==> src/rtl/aqms_pkg.sv <==
// Shared constants for the AQMS memory mapper: slot geometry, register window
// offsets, ramctrl bit positions and small address-decode helpers.
package aqms_pkg;

  localparam int SLOT_SIZE  = 16384;
  localparam int SLOT_SHIFT = $clog2(SLOT_SIZE);

  // Offsets inside the register window that starts at REG_BASE.
  localparam logic [1:0] REG_OFF_RAMCTRL = 2'd0;
  localparam logic [1:0] REG_OFF_BANK0   = 2'd1;

  localparam int CARTRAM_EN_BIT   = 3;
  localparam int CARTRAM_PAGE_BIT = 2;

  function automatic logic [1:0] slot_of(input logic [15:0] addr);
    return 2'(addr >> SLOT_SHIFT);
  endfunction

  // Window test is done in 17 bits so REG_BASE+n never wraps past 0xFFFF.
  function automatic logic in_window(input logic [15:0] addr,
                                     input logic [15:0] base,
                                     input int          n);
    return ({1'b0, addr} >= {1'b0, base}) &&
           ({1'b0, addr} <= ({1'b0, base} + 17'(n)));
  endfunction

  function automatic logic [1:0] win_off(input logic [1:0] addr_lo,
                                         input logic [1:0] base_lo);
    return addr_lo - base_lo;
  endfunction

endpackage

==> src/rtl/bus_strobe_sync.sv <==
// Three-flop synchroniser for an active-low CPU strobe with a falling-edge
// detector that stays disarmed after reset until the strobe is seen high.
module bus_strobe_sync (
  input  logic clk,
  input  logic reset,
  input  logic strobe_n,
  output logic idle,
  output logic fall
);

  logic [2:0] stage;
  logic [1:0] valid;
  logic       armed;

  // NOTE: sequential state uses non-blocking assignments so every flop
  // samples the pre-edge value of its neighbour, giving a true shift chain.
  always_ff @(posedge clk or posedge reset) begin
    if (reset) begin
      stage <= 3'b111;
      valid <= 2'b00;
      armed <= 1'b0;
    end else begin
      stage <= {stage[1:0], strobe_n};
      valid <= {valid[0], 1'b1};
      // Only a genuinely sampled high arms the detector, so a strobe still
      // low when reset is released cannot be mistaken for a new edge.
      armed <= armed | (valid[1] & stage[1]);
    end
  end

  assign idle = stage[0];
  assign fall = armed & stage[2] & ~stage[1];

endmodule

==> src/rtl/aqms_mapper.sv <==
// AQMS banked memory mapper: bank/ramctrl registers, bank address and RAM
// strobes. Optional cartridge RAM paging in slot 2: AQMS_MAPPER_CARTRAM_EN.
module aqms_mapper
  import aqms_pkg::*;
#(
  parameter int          NUM_SLOTS = 3,
  parameter int          BANK_W    = 5,
  parameter logic [15:0] FIXED_LEN = 16'h0400,
  parameter logic [15:0] REG_BASE  = 16'hFFFC
) (
  input  logic              clk,
  input  logic              reset,
  input  logic [15:0]       bus_a,
  input  logic [7:0]        bus_d_in,
  input  logic              bus_rd_n,
  input  logic              bus_wr_n,
  input  logic              bus_mreq_n,
  input  logic              sel_internal,
  output logic [BANK_W-1:0] ba,
  output logic              ram_ce_n,
  output logic              ram_we_n,
  output logic              startup_mode,
  output logic [7:0]        ramctrl,
  output logic              reg_hit,
  output logic [7:0]        reg_rddata,
  output logic              bank_changed,
  output logic              cartram_ce_n
);

  logic wr_idle, wr_fall, rd_idle, rd_fall;

  bus_strobe_sync u_wr_sync (
    .clk      (clk),
    .reset    (reset),
    .strobe_n (bus_wr_n),
    .idle     (wr_idle),
    .fall     (wr_fall)
  );

  bus_strobe_sync u_rd_sync (
    .clk      (clk),
    .reset    (reset),
    .strobe_n (bus_rd_n),
    .idle     (rd_idle),
    .fall     (rd_fall)
  );

  // A Z80 never overlaps read and write strobes; treat overlap as a glitch.
  logic wr_evt;
  assign wr_evt = wr_fall & rd_idle & ~rd_fall;

  logic [15:0]       cap_a;
  logic [7:0]        cap_d;
  logic              cap_mreq_n;
  logic              wr_pending;
  logic [7:0]        ramctrl_q;
  logic              startup_q;
  logic              bank_changed_q;
  logic [BANK_W-1:0] bank_q [NUM_SLOTS];

  // Bus is tracked until the strobe is first registered low, then frozen until
  // the write lands, so an early strobe release cannot corrupt it.
  always_ff @(posedge clk or posedge reset) begin
    if (reset) begin
      cap_a      <= '0;
      cap_d      <= '0;
      cap_mreq_n <= 1'b1;
      wr_pending <= 1'b0;
    end else begin
      wr_pending <= wr_evt;
      if (wr_idle && !wr_fall && !wr_pending) begin
        cap_a      <= bus_a;
        cap_d      <= bus_d_in;
        cap_mreq_n <= bus_mreq_n;
      end
    end
  end

  logic       wr_hit;
  logic [1:0] wr_off;
  assign wr_hit = wr_pending & ~cap_mreq_n & in_window(cap_a, REG_BASE, NUM_SLOTS);
  assign wr_off = win_off(cap_a[1:0], REG_BASE[1:0]);

  // NOTE: the bank register array is small and holds architectural reset
  // values, so every entry is reset explicitly rather than left as RAM.
  always_ff @(posedge clk or posedge reset) begin
    if (reset) begin
      ramctrl_q      <= 8'h00;
      startup_q      <= 1'b1;
      bank_changed_q <= 1'b0;
      for (int i = 0; i < NUM_SLOTS; i++) bank_q[i] <= BANK_W'(i);
    end else begin
      bank_changed_q <= 1'b0;
      if (wr_hit) begin
        if (wr_off == REG_OFF_RAMCTRL) begin
          ramctrl_q <= cap_d;
          startup_q <= 1'b0;
        end
        for (int i = 0; i < NUM_SLOTS; i++) begin
          if (wr_off == REG_OFF_BANK0 + 2'(i)) begin
            bank_q[i]      <= cap_d[BANK_W-1:0];
            bank_changed_q <= 1'b1;
          end
        end
      end
    end
  end

  logic cart_sel;
  logic mem_sel;
  logic ram_ce;

`ifdef AQMS_MAPPER_CARTRAM_EN
  assign cart_sel = (NUM_SLOTS == 3) && ramctrl_q[CARTRAM_EN_BIT] &&
                    (slot_of(bus_a) == 2'd2);
  assign cartram_ce_n = ~(mem_sel & cart_sel);
`else
  assign cart_sel     = 1'b0;
  assign cartram_ce_n = 1'b1;
`endif

  // NOTE: every combinational output gets a default first, so no path
  // through the decode can leave it unassigned and infer a latch.
  always_comb begin
    ba = '0;
    if (bus_a >= FIXED_LEN) begin
      if (cart_sel) begin
        ba = BANK_W'(ramctrl_q[CARTRAM_PAGE_BIT]);
      end else begin
        for (int i = 0; i < NUM_SLOTS; i++) begin
          if (slot_of(bus_a) == 2'(i)) ba = bank_q[i];
        end
      end
    end
  end

  assign mem_sel  = ~bus_mreq_n & ~sel_internal;
  assign ram_ce   = mem_sel & ~cart_sel & (bus_wr_n | startup_q);
  assign ram_ce_n = ~ram_ce;
  assign ram_we_n = ~(ram_ce & ~bus_wr_n & startup_q);

  assign reg_hit = ~bus_mreq_n & in_window(bus_a, REG_BASE, NUM_SLOTS);

  always_comb begin
    reg_rddata = 8'hFF;
    if (reg_hit) begin
      if (win_off(bus_a[1:0], REG_BASE[1:0]) == REG_OFF_RAMCTRL) reg_rddata = ramctrl_q;
      for (int i = 0; i < NUM_SLOTS; i++) begin
        if (win_off(bus_a[1:0], REG_BASE[1:0]) == REG_OFF_BANK0 + 2'(i))
          reg_rddata = 8'(bank_q[i]);
      end
    end
  end

  assign startup_mode = startup_q;
  assign ramctrl      = ramctrl_q;
  assign bank_changed = bank_changed_q;

endmodule

==> config.mk <==
export PLATFORM = sky130hd
export DESIGN_NAME = aqms_mapper
export DESIGN_NICKNAME = d
export VERILOG_FILES = /design/src/rtl/aqms_pkg.sv /design/src/rtl/bus_strobe_sync.sv /design/src/rtl/aqms_mapper.sv
export SDC_FILE = /design/constraint.sdc
export NUM_CORES = 1
export LEC_CHECK = 0
export ABC_CLOCK_PERIOD_IN_PS = 2600
export BUFFER_PORTS_ARGS = -buffer_cell sky130_fd_sc_hd__buf_2
export CAP_MARGIN = 20
export CORE_UTILIZATION = 50
export CTS_CLUSTER_SIZE = 10
export DETAILED_ROUTE_END_ITERATION = 7
export PLACE_DENSITY_LB_ADDON = 0.08
export SYNTH_ARGS = -nofsm -noshare
export SYNTH_HDL_FRONTEND = slang
export SYNTH_SLANG_ARGS = --single-unit
==> constraint.sdc <==
create_clock -name clk -period 2.6 [get_ports clk]
set_input_delay 0.26 -clock clk [delete_from_list [all_inputs] [get_ports clk]]
set_output_delay 0.26 -clock clk [all_outputs]
set_load 0.02 [all_outputs]
==> flow_metrics.env <==
export IMPL_cp_max_fo=3
export IMPL_avgViaCountPerCell=5.45
export IMPL_cp_top_family="multiplexers"
export IMPL_wire_per_inst_um=16.5
export IMPL_grt_setup_unrepaired="no"
export IMPL_cp_startpoint="bank_q[3]"
export IMPL_vias=1766
export IMPL_grt_busiest_layer="met2"
export IMPL_cp_arrival_ns=1.53
export IMPL_clk_path_buf_depth=2
export IMPL_setup_viol=0
export IMPL_critPathMaxStageDelay_ns=0.47
export IMPL_clock_skew_ns=0.00776
export IMPL_ys_seq_area_share_pct=58.7
export IMPL_cts_resized=0
export IMPL_synth_top_area_share_pct=48.7
export IMPL_grt_pass1_wl_um=8910
export IMPL_setup_slack_ns=0.811
export IMPL_synth_area_leader_cell="dfrtp_1"
export IMPL_ys_warn_count=0
export IMPL_die_y_um=74.4
export IMPL_status="finished clean"
export IMPL_cts_hold_buf=0
export IMPL_tightest_slew_ns=0.769
export IMPL_clock_latency_ns=0.34
export IMPL_remaining_drc_errors=0
export IMPL_synth_cells=186
export IMPL_routabilityCongestion=0.856
export IMPL_path_class="reg2out"
export IMPL_ys_seq_elements=61
export IMPL_instances_no_fill=324
export IMPL_placed_cell_area_um2=2990
export IMPL_timing_rr_start="u_wr_sync.stage[2]"
export IMPL_end_kind="primary output"
export IMPL_crit_slowest_cell="mux4_2"
export IMPL_worstSetupStartpointType="flip-flop"
export IMPL_leakagePower_nw=1.52
export IMPL_hold_class="in2reg"
export IMPL_syn_area_per_cell_um2=14.1
export IMPL_cts_setup_buffers=0
export IMPL_rows=25
export IMPL_cts_sinks=61
export IMPL_die_w_um=74.4
export IMPL_drive_gt1_share_pct=56.0
export IMPL_power_mw=2.11
export IMPL_fillers=400
export IMPL_antenna_left=0
export IMPL_grtUsageTotal_pct=22.9
export IMPL_dp_worst_setup_slack_ns=0.809
export IMPL_required_ns=2.34
export IMPL_yosys_top_cells_area="dfrtp_1 49%, mux2_2 21%, dfstp_2 10%"
export IMPL_port_buffer_count=55
export IMPL_grt_max_degree=39
export IMPL_cp_cell_sequence="mux4_2 > nand2b_1 > buf_2"
export IMPL_power_density_nw_per_um2=657
export IMPL_n_antenna_cell=0
export IMPL_ios=57
export IMPL_synth_cell_types=29
export IMPL_holdCritStartpoint="bus_wr_n"
export IMPL_maxSlewViolCount=0
export IMPL_routed_wl_um=5350
export IMPL_min_period_over_period_pct=68.8
export IMPL_cts_tree="built"
export IMPL_drtIter0Drc=119
export IMPL_ir_worst_vdd_uv=347
export IMPL_use_met3_pct=6.37
export IMPL_slew_headroom_pct=48.6
export IMPL_core_um2=4880
export IMPL_post_place_cells=307
export IMPL_gr_usage_met2_pct=37.4
export IMPL_grt_antenna_before_repair=0
export IMPL_clock_root_buffer="clkbuf_8"
export IMPL_syn_area_um2=2620
export IMPL_grt_use_met1_pct=28.5
export IMPL_max_cap_violations=0
export IMPL_fin_nets=282
export IMPL_hold_viol_final=0
export IMPL_path_clk_slew_ns=0.07
export IMPL_area_growth_pct=22.3
export IMPL_crit_buf_inv=1
export IMPL_final_util_pct=65.7
export IMPL_numCtsBuffers=9
export IMPL_tns_ns=0
export IMPL_initial_core_util_pct=53.7
export IMPL_whs_ns=0.0294
export IMPL_dr_pass1_iters=4
export IMPL_dieArea_um2=5540
export IMPL_hpwl_um=3790
export IMPL_gr_total_overflow=0
export IMPL_first_global_vias=1865
export IMPL_final_cell_area_um2=3210
export IMPL_min_period_ns=1.79
export IMPL_fmax_ghz=0.559
export IMPL_h_tree_depth=3
[cells in the mapped netlist, drive strengths merged]
library cell / n
mux2i: 5
nand3: 2
nand2b: 5
nor2: 14
nand4: 5
nand2: 9
conb: 1
nand3b: 5
or4: 2
a21o: 2
mux4: 5
nor2b: 1
clkbuf: 2
and2: 1
nand4b: 2
nor3: 1
inv: 1
mux2: 48
o22a: 1
buf: 5
nor4: 2
a21oi: 4
dfrtp: 51
o21ai: 2
dfstp: 10
[layout make-up]
class | instances | area, um2 | share of cell area [%]
clock buffer | 12 | 165 | 5.15
clock inverter | 4 | 45.0 | 1.40
inverter | 1 | 3.75 | 0.117
multi-input combinational | 118 | 1050 | 32.7
sequential | 61 | 1540 | 48.0
tap | 67 | 83.8 | 2.61
timing repair buffer | 61 | 323 | 10.1
[where the power goes]
group,internal [mW],switching [mW],total (mW)
clock,0.516,0.357,0.873
sequential,1.02,0.0474,1.07
combinational,0.0864,0.0775,0.164
total,1.63,0.482,2.11
[layer usage]
metal	wire, um	up-vias
met5	0	-
met1	2290	902
met3	243	9
met2	2740	44
met4	82	0
li1	-	811
[kinds of logic after synthesis]
| logic type | share of synthesized area (%) |
|---|---|
| flip-flops | 58.7 |
| other | 0.143 |
| AO/OA/AOI/OAI | 2.05 |
| AND/OR/NAND/NOR | 10.8 |
| buffers and inverters | 1.48 |
| multiplexers | 26.8 |
[worst paths after layout]
| check | slack, ns | end | depth (start not counted) |
|---|---|---|---|
| worst max-delay path | 0.81 | reg_rddata[3] | 3 |
| worst min-delay path | 0.03 | u_wr_sync.stage[0] | 1 |
| worst max register to register | 0.83 | cap_a[6] | 4 |
| worst min register to register | 0.35 | u_rd_sync.valid[1] | 0 |
| max in group asynchronous | 1.79 | cap_mreq_n | 3 |
| min in group asynchronous | 0.06 | u_rd_sync.valid[1] | 2 |
[cells in the final DEF, fill, tap and decap left out, types with 3 or more instances in the layout]
master,instances
buf_2,55
nand2b_1,5
dfstp_2,10
nand4_1,5
nand3b_1,5
dfrtp_1,51
a21oi_1,4
nor2_1,14
clkbuf_8,12
nand2_1,8
mux4_2,5
mux2_2,48
mux2i_1,5
clkinv_2,3
buf_4,5
[flip-flops by register name (all words and copies together) (netlist names), 2 cells and up]
register and flops:
bank_q 15, cap_a 16, cap_d 8, ramctrl 8
u_rd_sync.stage 3, u_rd_sync.valid 2, u_wr_sync.stage 3
Power figures use the tool's default switching activity.
